**src/rtl/mp_add_pkg.sv**
```systemverilog
// Shared definitions for the multi-precision add/subtract sequencer:
// limb width and the sequencer state encoding.
package mp_add_pkg;

  localparam int LIMB_W = 16;

  typedef enum logic [1:0] {
    ST_IDLE = 2'd0,
    ST_RUN  = 2'd1,
    ST_DONE = 2'd2
  } state_t;

endpackage

```
**src/rtl/mp_add_sequencer_adder16b.sv**
```systemverilog
// Adder16b: the shared 16-bit adder datapath with carry-in and carry-out.
module adder16b (
  input  logic [15:0] a,
  input  logic [15:0] b,
  input  logic        ci,
  output logic [15:0] s,
  output logic        co
);

  // Single 17-bit addition; the top bit is the carry-out.
  always_comb begin
    {co, s} = {1'b0, a} + {1'b0, b} + {16'h0000, ci};
  end

endmodule

```
**src/rtl/mp_add_sequencer.sv**
```systemverilog
// Multi-precision add/subtract sequencer: one limb per cycle through a single
// shared 16-bit adder, least-significant limb first, carry chained in a register.
module mp_add_sequencer
  import mp_add_pkg::*;
#(
  parameter int WORDS = 4,
  parameter int CNT_W = 4
) (
  input  logic                    clk,
  input  logic                    rst_n,
  input  logic                    start,
  input  logic                    sub,
  input  logic                    ci,
  input  logic [16*WORDS-1:0]     a,
  input  logic [16*WORDS-1:0]     b,
  output logic                    busy,
  output logic                    done,
  output logic [16*WORDS-1:0]     r,
  output logic                    co,
  output logic                    ovf
);

  localparam int OP_W = LIMB_W * WORDS;
  localparam logic [CNT_W-1:0] LAST_IDX = CNT_W'(WORDS - 1);

  state_t              state_r;
  state_t              state_nx_s;
  logic [OP_W-1:0]     op_a_r;
  logic [OP_W-1:0]     op_b_r;
  logic [OP_W-1:0]     r_r;
  logic                carry_r;
  logic                sub_r;
  logic                co_r;
  logic                ovf_r;
  logic                busy_r;
  logic                done_r;
  logic [CNT_W-1:0]    idx_r;
  logic [CNT_W+3:0]    base_s;
  logic [LIMB_W-1:0]   limb_a_s;
  logic [LIMB_W-1:0]   limb_b_s;
  logic [LIMB_W-1:0]   sum_s;
  logic                add_co_s;
  logic                last_s;

  // Bit offset of the current limb (idx * 16).
  assign base_s   = {idx_r, 4'h0};
  assign limb_a_s = op_a_r[base_s +: LIMB_W];
  assign limb_b_s = op_b_r[base_s +: LIMB_W];
  assign last_s   = (idx_r == LAST_IDX);

  adder16b u_adder (
    .a  (limb_a_s),
    .b  (limb_b_s),
    .ci (carry_r),
    .s  (sum_s),
    .co (add_co_s)
  );

  // Next-state decode.
  always_comb begin
    state_nx_s = state_r;
    case (state_r)
      ST_IDLE: begin
        if (start) state_nx_s = ST_RUN;
        else       state_nx_s = ST_IDLE;
      end
      ST_RUN: begin
        if (last_s) state_nx_s = ST_DONE;
        else        state_nx_s = ST_RUN;
      end
      ST_DONE: state_nx_s = ST_IDLE;
      default: state_nx_s = ST_IDLE;
    endcase
  end

  // State register plus busy/done flags registered from the next state.
  always_ff @(posedge clk) begin
    if (!rst_n) begin
      state_r <= ST_IDLE;
      busy_r  <= 1'b0;
      done_r  <= 1'b0;
    end else begin
      state_r <= state_nx_s;
      busy_r  <= (state_nx_s != ST_IDLE);
      done_r  <= (state_nx_s == ST_DONE);
    end
  end

  // Operand capture and limb-serial datapath; subtraction is a + ~b + ~ci.
  always_ff @(posedge clk) begin
    if (!rst_n) begin
      op_a_r  <= '0;
      op_b_r  <= '0;
      r_r     <= '0;
      carry_r <= 1'b0;
      sub_r   <= 1'b0;
      idx_r   <= '0;
      co_r    <= 1'b0;
      ovf_r   <= 1'b0;
    end else begin
      case (state_r)
        ST_IDLE: begin
          if (start) begin
            op_a_r  <= a;
            op_b_r  <= sub ? ~b : b;
            carry_r <= sub ? ~ci : ci;
            sub_r   <= sub;
            idx_r   <= '0;
            r_r     <= '0;
            co_r    <= 1'b0;
            ovf_r   <= 1'b0;
          end
        end
        ST_RUN: begin
          r_r[base_s +: LIMB_W] <= sum_s;
          carry_r               <= add_co_s;
          idx_r                 <= idx_r + CNT_W'(1);
          if (last_s) begin
            co_r  <= sub_r ^ add_co_s;
            ovf_r <= (op_a_r[OP_W-1] == op_b_r[OP_W-1]) &&
                     (sum_s[LIMB_W-1] != op_a_r[OP_W-1]);
          end
        end
        default: ;
      endcase
    end
  end

  assign busy = busy_r;
  assign done = done_r;
  assign r    = r_r;
  assign co   = co_r;
  assign ovf  = ovf_r;

endmodule

```
**config.mk**
```make
export PLATFORM = sky130hd
export DESIGN_NAME = mp_add_sequencer
export DESIGN_NICKNAME = d
export VERILOG_FILES = /design/src/rtl/mp_add_pkg.sv /design/src/rtl/mp_add_sequencer_adder16b.sv /design/src/rtl/mp_add_sequencer.sv
export SDC_FILE = /design/constraint.sdc
export NUM_CORES = 1
export LEC_CHECK = 0
export BUFFER_PORTS_ARGS = -buffer_cell sky130_fd_sc_hd__buf_2
export CORE_MARGIN = 2
export CORE_UTILIZATION = 45
export DETAILED_ROUTE_END_ITERATION = 10
export GPL_TIMING_DRIVEN = 0
export MAX_ROUTING_LAYER = met4
export PLACE_DENSITY = 0.67
export SYNTH_ARGS = -nofsm -noshare
export SYNTH_HDL_FRONTEND = slang
export SYNTH_SLANG_ARGS = --single-unit
```
**constraint.sdc**
```tcl
create_clock -name clk -period 5.3 [get_ports clk]
set_input_delay 1.06 -clock clk [delete_from_list [all_inputs] [get_ports clk]]
set_output_delay 1.06 -clock clk [all_outputs]
set_load 0.1 [all_outputs]
```
=== Word-level counts from Yosys, hierarchy flattened ===
Index checks and enable logic that the tools add are counted.

* Register bits: 204
* Latch bits: 0
* RAM bits: 0
* Memory bits (read-only): 0
* Output and inout port bits: 68
* Logic and storage cells: 53
* Memories kept: 0

* $add $sub $neg: 4
* $mul: 0
* Divide/modulo/power cells: 0
* $lt $le $gt $ge: 0
* Eq/ne operators: 7
* Shifts and indexed selects: 4
* Multiplexer cells: 17
* Bitwise gates (word level): 3
* Reductions and logical operators: 7

{| class="wikitable"
|+ Operators with widths
! cell !! number
|-
| $mux W64 || 2
|-
| $pmux W64 S2 || 1
|-
| $shiftx A64 B9 Y16 || 2
|-
| $bwmux W64 || 1
|-
| $not A64 Y64 || 1
|-
| $shift A16 B10 Y64 const A || 1
|-
| $shiftx A16 B10 Y64 || 1
|-
| $add A16 B16 Y17 || 1
|-
| $add A17 B1 Y17 || 1
|-
| $neg A8 Y10 || 1
|-
| $pmux W4 S2 || 1
|-
| $mux W1 || 6
|-
| $pmux W1 S2 || 3
|-
| $add A4 B1 Y4 const B || 1
|-
| $eq A4 B2 Y1 const B || 1
|-
| $mux W4 || 1
|-
| $ne A2 B2 Y1 const B || 2
|-
| $pmux W2 S2 || 1
|-
| $reduce_and A2 Y1 || 2
|-
| $reduce_bool A2 Y1 || 2
|-
| $reduce_and A3 Y1 || 1
|-
| $eq A2 B1 Y1 const B || 1
|-
| $eq A2 B2 Y1 const B || 1
|-
| $logic_not A2 Y1 || 1
|-
| other kinds (6) || 6
|}

=== Logic depth before layout (Yosys ltp) ===
Gate-level depths: netlist of the first run.

* Depth after elaboration: 7
* Gate-level depth with buffers: 13
* Gate-level depth less buffers: 12

=== Hierarchy ===
A second synthesis of the first run with hierarchy kept.

* Cell total of the unflattened synthesis: 1063
* Area total of the unflattened synthesis: 10298.6 µm²

{| class="wikitable"
|+ By module, submodules not included
! module !! times used !! cells an instance !! area an instance (µm²)
|-
| mp_add_sequencer || 1 || 962 || 9507.9
|-
| adder16b || 1 || 101 || 790.8
|}

=== Least setup slack after synthesis of the first run ===
OpenSTA, ideal clock, no wires.

* Path kind: register -> register
* Start point: register idx_r[0]
* End point: register r_r[8], in the netlist r[8]
* Library setup time: 96 ps
* Arrival: 3455 ps
* Required time: 5204 ps
* Path slack: 1750 ps
* Stages on the path, launching flop included: 14
* Path buffers: 2
* Clock period less this slack: 3550 ps
* Cell sequence: dfxtp_1 buf_2 clkbuf_1 mux4_2 and2_1 fa_1 inv_1 fa_1 nor2b_1 o211ai_2 a21oi_2 o21a_1 or4_1 o311ai_1

* Longest elaborated chain between the ends: 6
* Elaborated cells on any way between the ends: 9
* Those cells by class: 3 x add/sub; 4 x shift; 2 x mux

{| class="wikitable"
|+ RTL lines
! what !! RTL line !! source
|-
| from (decl) || mp_add_sequencer.sv:37 || <nowiki>logic [CNT_W-1:0] idx_r;</nowiki>
|-
| from (signal assigned) || mp_add_sequencer.sv:117 || <nowiki>idx_r <= idx_r + CNT_W'(1);</nowiki>
|-
| $shiftx A64 B9 Y16 (on tied branches) || mp_add_sequencer.sv:47, mp_add_sequencer.sv:48 ||
|-
| $add A16 B16 Y17 || mp_add_sequencer_adder16b.sv:12 || <nowiki>{co, s} = {1'b0, a} + {1'b0, b} + {16'h0000, ci};</nowiki>
|-
| $add A17 B1 Y17 || mp_add_sequencer_adder16b.sv:12 ||
|-
| $shiftx A16 B10 Y64 || mp_add_sequencer.sv:115 || <nowiki>r_r[base_s +: LIMB_W] <= sum_s;</nowiki>
|-
| $bwmux W64 * || mp_add_sequencer.sv:115 ||
|-
| $pmux W64 S2 * || mp_add_sequencer.sv:101 || <nowiki>case (state_r)</nowiki>
|-
| to (signal, indexed assignment) || mp_add_sequencer.sv:115 ||
|-
| to (decl) || mp_add_sequencer.sv:30 || <nowiki>logic [OP_W-1:0] r_r;</nowiki>
|}

Every way passes the cells marked *; elsewhere a longest branch is shown, timed or not.
A chain may end at the register's enable or synchronous reset.

=== Final worst setup path of the first run ===
* Start point: register idx_r[1]
* End point: register r_r[6], in the netlist r[6]

The elaborated chain is that of the path after synthesis.

==> results of run 1 <==
[logic make-up after synthesis]
logic type / Yosys count / share of synthesized area, %
buf+inv: 101 / 3.91
fa+ha+maj: 19 / 2.50
mux: 34 / 7.10
flops: 204 / 40.4
xor+xnor: 73 / 6.32
simple gates: 417 / 19.8
compound gates: 268 / 20.0
[state kept, by name (all words and copies together), names as in the netlist, 2 cells and up]
signal	flops
op_a_r	64
idx_r	4
r	64
state_r	2
op_b_r	64
[how the worst min path moves through the flow]
stage / from / endpoint / slack (ns) / cells after the start
after floorplan: op_a_r[33] / op_a_r[33] / 0.44 / 2
after global placement: ovf / ovf / 0.44 / 2
after detailed placement: op_a_r[43] / op_a_r[43] / 0.46 / 2
after CTS: op_a_r[43] / op_a_r[43] / 0.46 / 2
after global routing: op_a_r[10] / op_a_r[10] / 0.48 / 2
final: op_a_r[61] / op_a_r[61] / 0.46 / 2
[layout make-up]
cell class / count / area, µm²
sequential: 204 / 4080
clock inverter: 3 / 45.0
fill: 2053 / 9760
multi-input combinational: 811 / 5640
inverter: 9 / 33.8
buffer: 92 / 362
clock buffer: 36 / 694
timing repair buffer: 198 / 991
tap: 280 / 350
[worst max-delay path, cell delays in order (launching register included)]
cell,delay (ns)
dfxtp_1,0.40
buf_1,0.61
clkbuf_1,0.61
mux4_2,0.41
and2_1,0.20
fa_1,0.42
inv_1,0.09
fa_1,0.20
nor2b_1,0.07
o211ai_2,0.25
nand2_1,0.09
a211oi_1,0.76
o31ai_1,0.14
and2_1,0.18
[layout by cell type (no fill, tap or decap), types with 3 or more instances in the layout]
cell type	n
a211o_1	6
a211oi_1	4
a21boi_0	68
a21o_1	5
a21oi_1	15
a21oi_2	3
and2_1	82
and3_1	3
buf_2	211
clkbuf_1	83
clkbuf_16	23
clkbuf_8	7
dfxtp_1	204
ha_1	17
inv_1	9
mux4_2	30
nand2_1	214
nand2b_1	7
nand3_1	59
nand3b_1	4
nand4_1	16
nor2_1	10
nor2b_1	4
nor3_1	3
o211a_1	64
o211ai_1	4
o21a_1	3
o21ai_0	59
o21ai_1	5
o311ai_0	4
o311ai_1	5
o31ai_1	5
or4_1	7
xnor2_1	68
xor2_1	5
[power breakdown]
group          total [mW]  internal, mW  switching (mW)
registers            1.67          1.62          0.0566
clock network        1.56         0.940           0.617
logic               0.704         0.266           0.438
[through the flow]
stage	util, %	cells	cell area, µm²
3_3_place_gp	52.2	1594	11500
2_1_floorplan	-	1116	10100
6_report	55.6	1633	12200
4_1_cts	55.6	1633	12200
5_1_grt	55.6	1633	12200
3_5_place_dp	52.2	1594	11500
[metal layers]
metal  share of wire, %  up-vias  track usage, %  wire length [µm]
met4                2.0        0            5.65               608
met3                6.7       35            3.33              2060
met1                 45     4251            35.1             13900
met5                  0        -               -                 0
li1                   -     4374               -                 -
met2                 46      337            41.9             14100
==> impl_metrics.ini, run 1 <==
[status]
status = complete, no violations

[critical_path]
rr_endpoint = r[6]
r2r_cells = 13
cp-endpoint = r[6]
critPathCaptureType = flip-flop
cp_max_fo = 10
path_class = reg -> reg
cp.required_ns = 5.70
rr_startpoint = idx_r[1]
worst_ep_arrival_time_ns = 4.96
critPathLaunch = idx_r[1]
reg2reg_slack_ns = 0.74
cp-start-kind = flip-flop

[cts]
clockRootBuffer = clkbuf_16
cts_tree = yes
clkLatencyLatePin_ns = 0.51
ctsHoldBuffers = 0
cts-buffers-inserted = 22
clk_pin_slew_worst_paths_ns = 0.07
post_cts_buffers = 0
clkSinkCount = 204
clockBufferDepth = 3
post_cts_resized = 0
h-tree-depth = 1

[global_routing]
grt_pass1_vias = 8579
grt_max_degree = 14
grt_usage_pct = 26.0
grt_pass1_wl_um = 47100
grt_overflow = 0
grt_antenna_before_repair = 0

[place]
gp_congestion = 0.919
io_buffers = 198
dp_hpwl_um = 23700
pre_cts_slack_ns = 0.814

[timing]
setup_viol = 0
fin_hold_ws_ns = 0.463
rsz0062_at_grt = false
setup_ws_ns = 0.744
period_needed_ns = 4.56
skew_ns = 0.0167
slew_viol_final = 0
worst_pin_slew_ns = 0.885
slew-limit-headroom_pct = 40.7
final.setup.tns_ns = 0
hold_viol_final = 0
period_share_pct = 86.0
fmax_ghz = 0.219

[routing]
wl_per_cell_um = 18.8
drc_errors = 0
first_pass_iters = 5
wl_um = 30700
drt-initial-drc-count = 593
drtAntennaViolNets = 0
vias = 8997
vias_per_cell = 5.51

[synth]
synth-seq-cells = 204
yosys_warnings = 0
synth_common_cells = nand2_1, dfxtp_1, and2_1
ys_seq_area_share_pct = 40.4
synth_nets = 1268
synth_area_leaders = dfxtp_1, nand2_1, mux4_2, o211a_1, xnor2_1
synth_top_area_cell = dfxtp_1
synth.distinct_cells = 57
synthDominantCellAreaShare_pct = 40.4
postSynthCellCount = 1116
post_synth_instance_area_um2 = 10100
async_flop_share_pct = 0
synth_edf_count = 0
synth_most_common_cell = nand2_1
synth_flop_cell = dfxtp_1
syn_area_per_cell_um2 = 9.07

[floorplanning]
die_y_um = 154
dieArea_um2 = 23700
die_w_um = 154
initial_core_util_pct = 46.1
pin_count = 201
rows = 54
placeableCoreArea_um2 = 22000

[layout]
finalNetCount = 1490
diodes = 0
drive_gt1_share_pct = 21.3
syn2layout_area_growth_pct = 20.6

[pwr]
worst_ir_drop_vdd_uv = 177
total_power_mw = 3.94
p_per_area_nw_per_um2 = 323
p_leak_nw = 5.49

[job]
cap_violations = 0

[worst_hold_path]
min_path_type = reg -> reg
(Power assumes the default switching activity.)
==> run 2: changes to the inputs <==
SYNTH_HIERARCHICAL = 1   (was default)
==> run 2 against run 1 <==
Worst hold slack lost 0.010 ns; critical path type unchanged; combinational power up 5.0%; clock-buffer cell count shrank 1.
==> impl_metrics.ini, run 2 <==
[critical_path]
cp_max_fo = 10
reg2reg_slack_ns = 0.76
critPathCaptureType = flip-flop
r2r_cells = 15
path_depth = 15
crit_slowest_cell = xnor2_1
cp_cell_sequence = buf_6 -> buf_2 -> buf_2 -> mux4_2 -> and2_1 -> ha_1 -> clkbuf_1 -> nand4_1 -> or2_2 -> a211oi_1 -> nor3_1 -> xnor2_1 -> nor3b_1 -> o21ai_0 -> a21boi_0
cp_common_cell = buf_2
crit_family = buffers and inverters
path_class = reg -> reg
worst_ep_arrival_time_ns = 4.96
cp-start-kind = flip-flop
cp.buffers_inverters = 4
cp.required_ns = 5.72
worst_path_largest_cell_delay_ns = 0.73

[timing]
final.setup.tns_ns = 0
period_needed_ns = 4.54
slew-limit-headroom_pct = 38.3
rsz0062_at_grt = false
worst_pin_slew_ns = 0.918
fmax_ghz = 0.220
fin_hold_ws_ns = 0.453
setup_viol = 0
slew_viol_final = 0
period_share_pct = 85.7
skew_ns = 0.00525
hold_viol_final = 0

[layout]
mostFrequentLayoutCells = buf_2, nand2_1, dfxtp_1
drive_gt1_share_pct = 25.7
final_common_cell = buf_2
diodes = 0
fill_cells = 2105
fin_area_um2 = 12300
finalNonFillerCells = 1584
finalNetCount = 1438
syn2layout_area_growth_pct = 19.8

[floorplanning]
die_y_um = 155
placeableCoreArea_um2 = 22600
die_w_um = 155
initial_core_util_pct = 45.6
rows = 55
pin_count = 201
dieArea_um2 = 24100

[synth]
post_synth_instance_area_um2 = 10300
ys_seq_area_share_pct = 39.7
synth_most_common_cell = nand2_1
synth.distinct_cells = 70
synthDominantCellAreaShare_pct = 39.7
synth_top_area_cell = dfxtp_1
synth_nets = 1215
synth_edf_count = 0
synth_common_cells = nand2_1, dfxtp_1, xnor2_1
async_flop_share_pct = 0
postSynthCellCount = 1063
yosys_warnings = 6
synth-seq-cells = 204
syn_area_per_cell_um2 = 9.69
synth_area_leaders = dfxtp_1, nand2_1, mux4_2, xnor2_1, o211a_1
synth_flop_cell = dfxtp_1

[cts]
clockRootBuffer = clkbuf_16
post_cts_buffers = 0
post_cts_resized = 0
cts-buffers-inserted = 22
clkSinkCount = 204
ctsHoldBuffers = 0
clkLatencyLatePin_ns = 0.50
h-tree-depth = 1
cts_tree = yes
clk_pin_slew_worst_paths_ns = 0.06
clockBufferDepth = 3

[pwr]
total_power_mw = 3.90
power.share.clock_pct = 38.0
p_per_area_nw_per_um2 = 316
p_leak_nw = 5.73
internal_power_mw = 2.78
combPwrFrac_pct = 19.0
worst_ir_drop_vdd_uv = 153
switching_share_pct = 28.6
pwr-share-seq_pct = 43.0
p_switching_mw = 1.11

[worst_hold_path]
hold_path_depth = 2
min_path_type = reg -> reg

[global_routing]
grt_overflow = 0
grt_pass1_vias = 8134
met3_usage_pct = 3.37
met2_usage_pct = 38.4
grt_antenna_before_repair = 0
grt_max_degree = 13
gr-usage-met1_pct = 34.5
grt-busiest-layer = met2
grt_pass1_wl_um = 45600
grt_usage_pct = 25.0

[routing]
vias_per_cell = 5.43
drc_errors = 0
vias = 8597
wl_per_cell_um = 18.8
drtAntennaViolNets = 0
first_pass_iters = 5
drt-initial-drc-count = 738
wl_um = 29800

[place]
place_area_um2 = 11600
io_buffers = 198
dp_hpwl_um = 22700
place_inst = 1546
gp_congestion = 0.868

[status]
status = complete, no violations

[job]
cap_violations = 0
## run 2: kinds of logic after synthesis
family | count (synthesis) | share of synthesized area, %
DFF | 204 | 39.7
adders and majority gates | 19 | 2.45
and+or+nand+nor | 385 | 18.5
xor gates and xnor gates | 80 | 6.80
muxes | 63 | 10.1
buffers and inverters | 96 | 5.26
AOI/OAI and AO/OA | 216 | 17.2
## run 2: cell type report
type / count / area, µm² / share of cell area (%)
buffer: 90 / 519 / 4.21
clock buffer: 35 / 681 / 5.52
clock inverter: 2 / 10.0 / 0.0811
inverter: 6 / 22.5 / 0.182
multi-input combinational: 763 / 5670 / 46.0
sequential: 204 / 4080 / 33.1
tap: 285 / 357 / 2.89
timing repair buffer: 199 / 996 / 8.07
## run 2: per-layer routing
metal	wire length (µm)	part of all wire, %
met5	0	0
met4	862	2.9
met3	2000	6.7
met2	13300	45
met1	13600	46
## run 2: metrics by stage
step                setup WS [ns]  utilization [%]
floorplan                    1.51                -
global placement            0.816             51.6
detailed placement          0.678             51.6
CTS                         0.655             54.7
global route                0.423             54.7
finish                      0.756             54.7
## run 2: worst reg2reg max path: stages (launching register included)
cell      delay (ns)
dfxtp_1         0.34
buf_6           0.16
buf_2           0.36
buf_2           0.35
mux4_2          0.39
and2_1          0.21
ha_1            0.27
clkbuf_1        0.30
nand4_1         0.20
or2_2           0.34
a211oi_1        0.19
nor3_1          0.09
xnor2_1         0.73
nor3b_1         0.25
o21ai_0         0.10
a21boi_0        0.17
## run 2: power by group through the flow
stage / logic, mW / clock network, mW / registers, mW
global route: 0.794 / 1.57 / 1.68
finish: 0.739 / 1.48 / 1.68
floorplan: 0.450 / 0 / 1.74
detailed placement: 0.732 / 0 / 1.71
CTS: 0.734 / 1.50 / 1.67
global placement: 0.722 / 0 / 1.70
## run 2: worst paths after layout
| kind | to | start |
|---|---|---|
| setup / recovery | ovf | idx_r[1] |
| hold / removal | op_a_r[57] | op_a_r[57] |
| setup reg to reg | ovf | idx_r[1] |
| hold reg to reg | op_a_r[57] | op_a_r[57] |
==> run 3: changes to the inputs <==
BUFFER_PORTS_ARGS = default   (was -buffer_cell sky130_fd_sc_hd__buf_2)
CTS_BUF_LIST = sky130_fd_sc_hd__clkbuf_2 sky130_fd_sc_hd__clkbuf_4 sky130_fd_sc_hd__clkbuf_8   (was default)
DONT_BUFFER_PORTS = 1   (was default)
PLACE_DENSITY = default   (was 0.67)
==> run 3 against run 2 <==
Setup slack gained 0.023 ns; cell count shrank 11%; total power shrank 0.55%; first-iteration DRC count shrank 24%; largest power group unchanged; final area shrank 7.5%; flip-flop and latch count is the same; non-clock buffer count shrank 199; global-route usage shrank 0.60 points; maximum frequency grew 0.51%; clock skew grew 0.019 ns.
==> impl_metrics.ini, run 3 (synthesized netlist as in run 2, its figures left out) <==
[critical_path]
cp_cell_sequence = buf_4 -> buf_2 -> buf_2 -> mux4_2 -> and2_1 -> ha_1 -> nand4b_1 -> a211oi_1 -> nor2_1 -> o311ai_0 -> mux2i_1 -> nor2b_1
path_class = reg -> reg
cp_max_fo = 10
cp-start-kind = flip-flop
worst_ep_arrival_time_ns = 4.97
cp_common_cell = buf_2
worst_path_largest_cell_delay_ns = 1.12
critPathCaptureType = flip-flop
r2r_cells = 12
cp.required_ns = 5.75
crit_slowest_cell = o311ai_0

[timing]
setup_ws_ns = 0.779
period_needed_ns = 4.52
setup_viol = 0
skew_ns = 0.0244
slew_viol_final = 0
worst_pin_slew_ns = 1.32
hold_viol_final = 0
final.setup.tns_ns = 0
slew-limit-headroom_pct = 10.8
fmax_ghz = 0.221
rsz0062_at_grt = false
period_share_pct = 85.3
fin_hold_ws_ns = 0.452

[floorplanning]
pin_count = 201
placeableCoreArea_um2 = 22600
die_y_um = 155
die_w_um = 155
initial_core_util_pct = 45.6
rows = 55
dieArea_um2 = 24100

[routing]
wl_per_cell_um = 20.7
drc_errors = 0
vias_per_cell = 5.53
drt-initial-drc-count = 559
first_pass_iters = 5
vias = 7805
wl_um = 29200
drtAntennaViolNets = 0

[layout]
diodes = 0
finalNonFillerCells = 1411
drive_gt1_share_pct = 14.8
syn2layout_area_growth_pct = 10.8
final_common_cell = nand2_1
mostFrequentLayoutCells = nand2_1, dfxtp_1, xnor2_1
finalNetCount = 1254

[pwr]
p_per_area_nw_per_um2 = 340
total_power_mw = 3.88
p_leak_nw = 4.90
worst_ir_drop_vdd_uv = 184

[cts]
cts-buffers-inserted = 37
h-tree-depth = 2
clkSinkCount = 204
clk_pin_slew_worst_paths_ns = 0.06
post_cts_buffers = 0
ctsHoldBuffers = 0
post_cts_resized = 0
clockRootBuffer = clkbuf_8
cts_tree = yes
clkLatencyLatePin_ns = 0.53
clockBufferDepth = 3

[place]
io_buffers = 0
dp_hpwl_um = 22200
pre_cts_slack_ns = 0.857
place_inst = 1348
gp_congestion = 0.907

[global_routing]
grt_overflow = 0
grt_usage_pct = 24.4
grt_max_degree = 11
grt_antenna_before_repair = 0
grt_pass1_vias = 7561
grt_pass1_wl_um = 43800

[status]
status = complete, no violations

[worst_hold_path]
hold_path_depth = 2
min_path_type = reg -> reg

[job]
cap_violations = 0
run 3: power by group:
group          internal (mW)  switching [mW]
sequential              1.62           0.113
combinational          0.253           0.367
clock                  0.876           0.647
run 3: metrics by stage:
stage          util, %  area, µm²
2_1_floorplan        -      10300
3_3_place_gp      47.2      10700
3_5_place_dp      47.2      10700
4_1_cts           50.6      11400
5_1_grt           50.6      11400
6_report          50.6      11400
run 3: final cells by class:
cell class	count	area [µm²]
Buffer	90	519
Clock buffer	59	737
Clock inverter	4	22.5
Fill cell	2161	11200
Inverter	6	22.5
Multi-Input combinational cell	763	5670
Sequential cell	204	4080
Tap cell	285	357
run 3: critical path: cells and delay by family, from the launching register on:
kind                     cells  cell delay (ns)
AO/OA/AOI/OAI                2             1.60
adder cells (fa/ha/maj)      1             0.36
buffers and inverters        3             0.90
flip-flops                   1             0.33
multiplexers                 2             0.55
AND/OR/NAND/NOR              4             0.69
run 3: per-layer routing:
layer | routed length, µm | track usage, %
met1 | 13400 | 31.7
met2 | 13200 | 38.4
met3 | 1930 | 5.79
met4 | 644 | 6.77
met5 | 0 | -
run 3: worst paths after layout:
check               end  slack [ns]        from
max reg2reg       r[27]        0.78    idx_r[0]
min reg2reg  op_a_r[60]        0.45  op_a_r[60]
max               r[27]        0.78    idx_r[0]
min          op_a_r[60]        0.45  op_a_r[60]
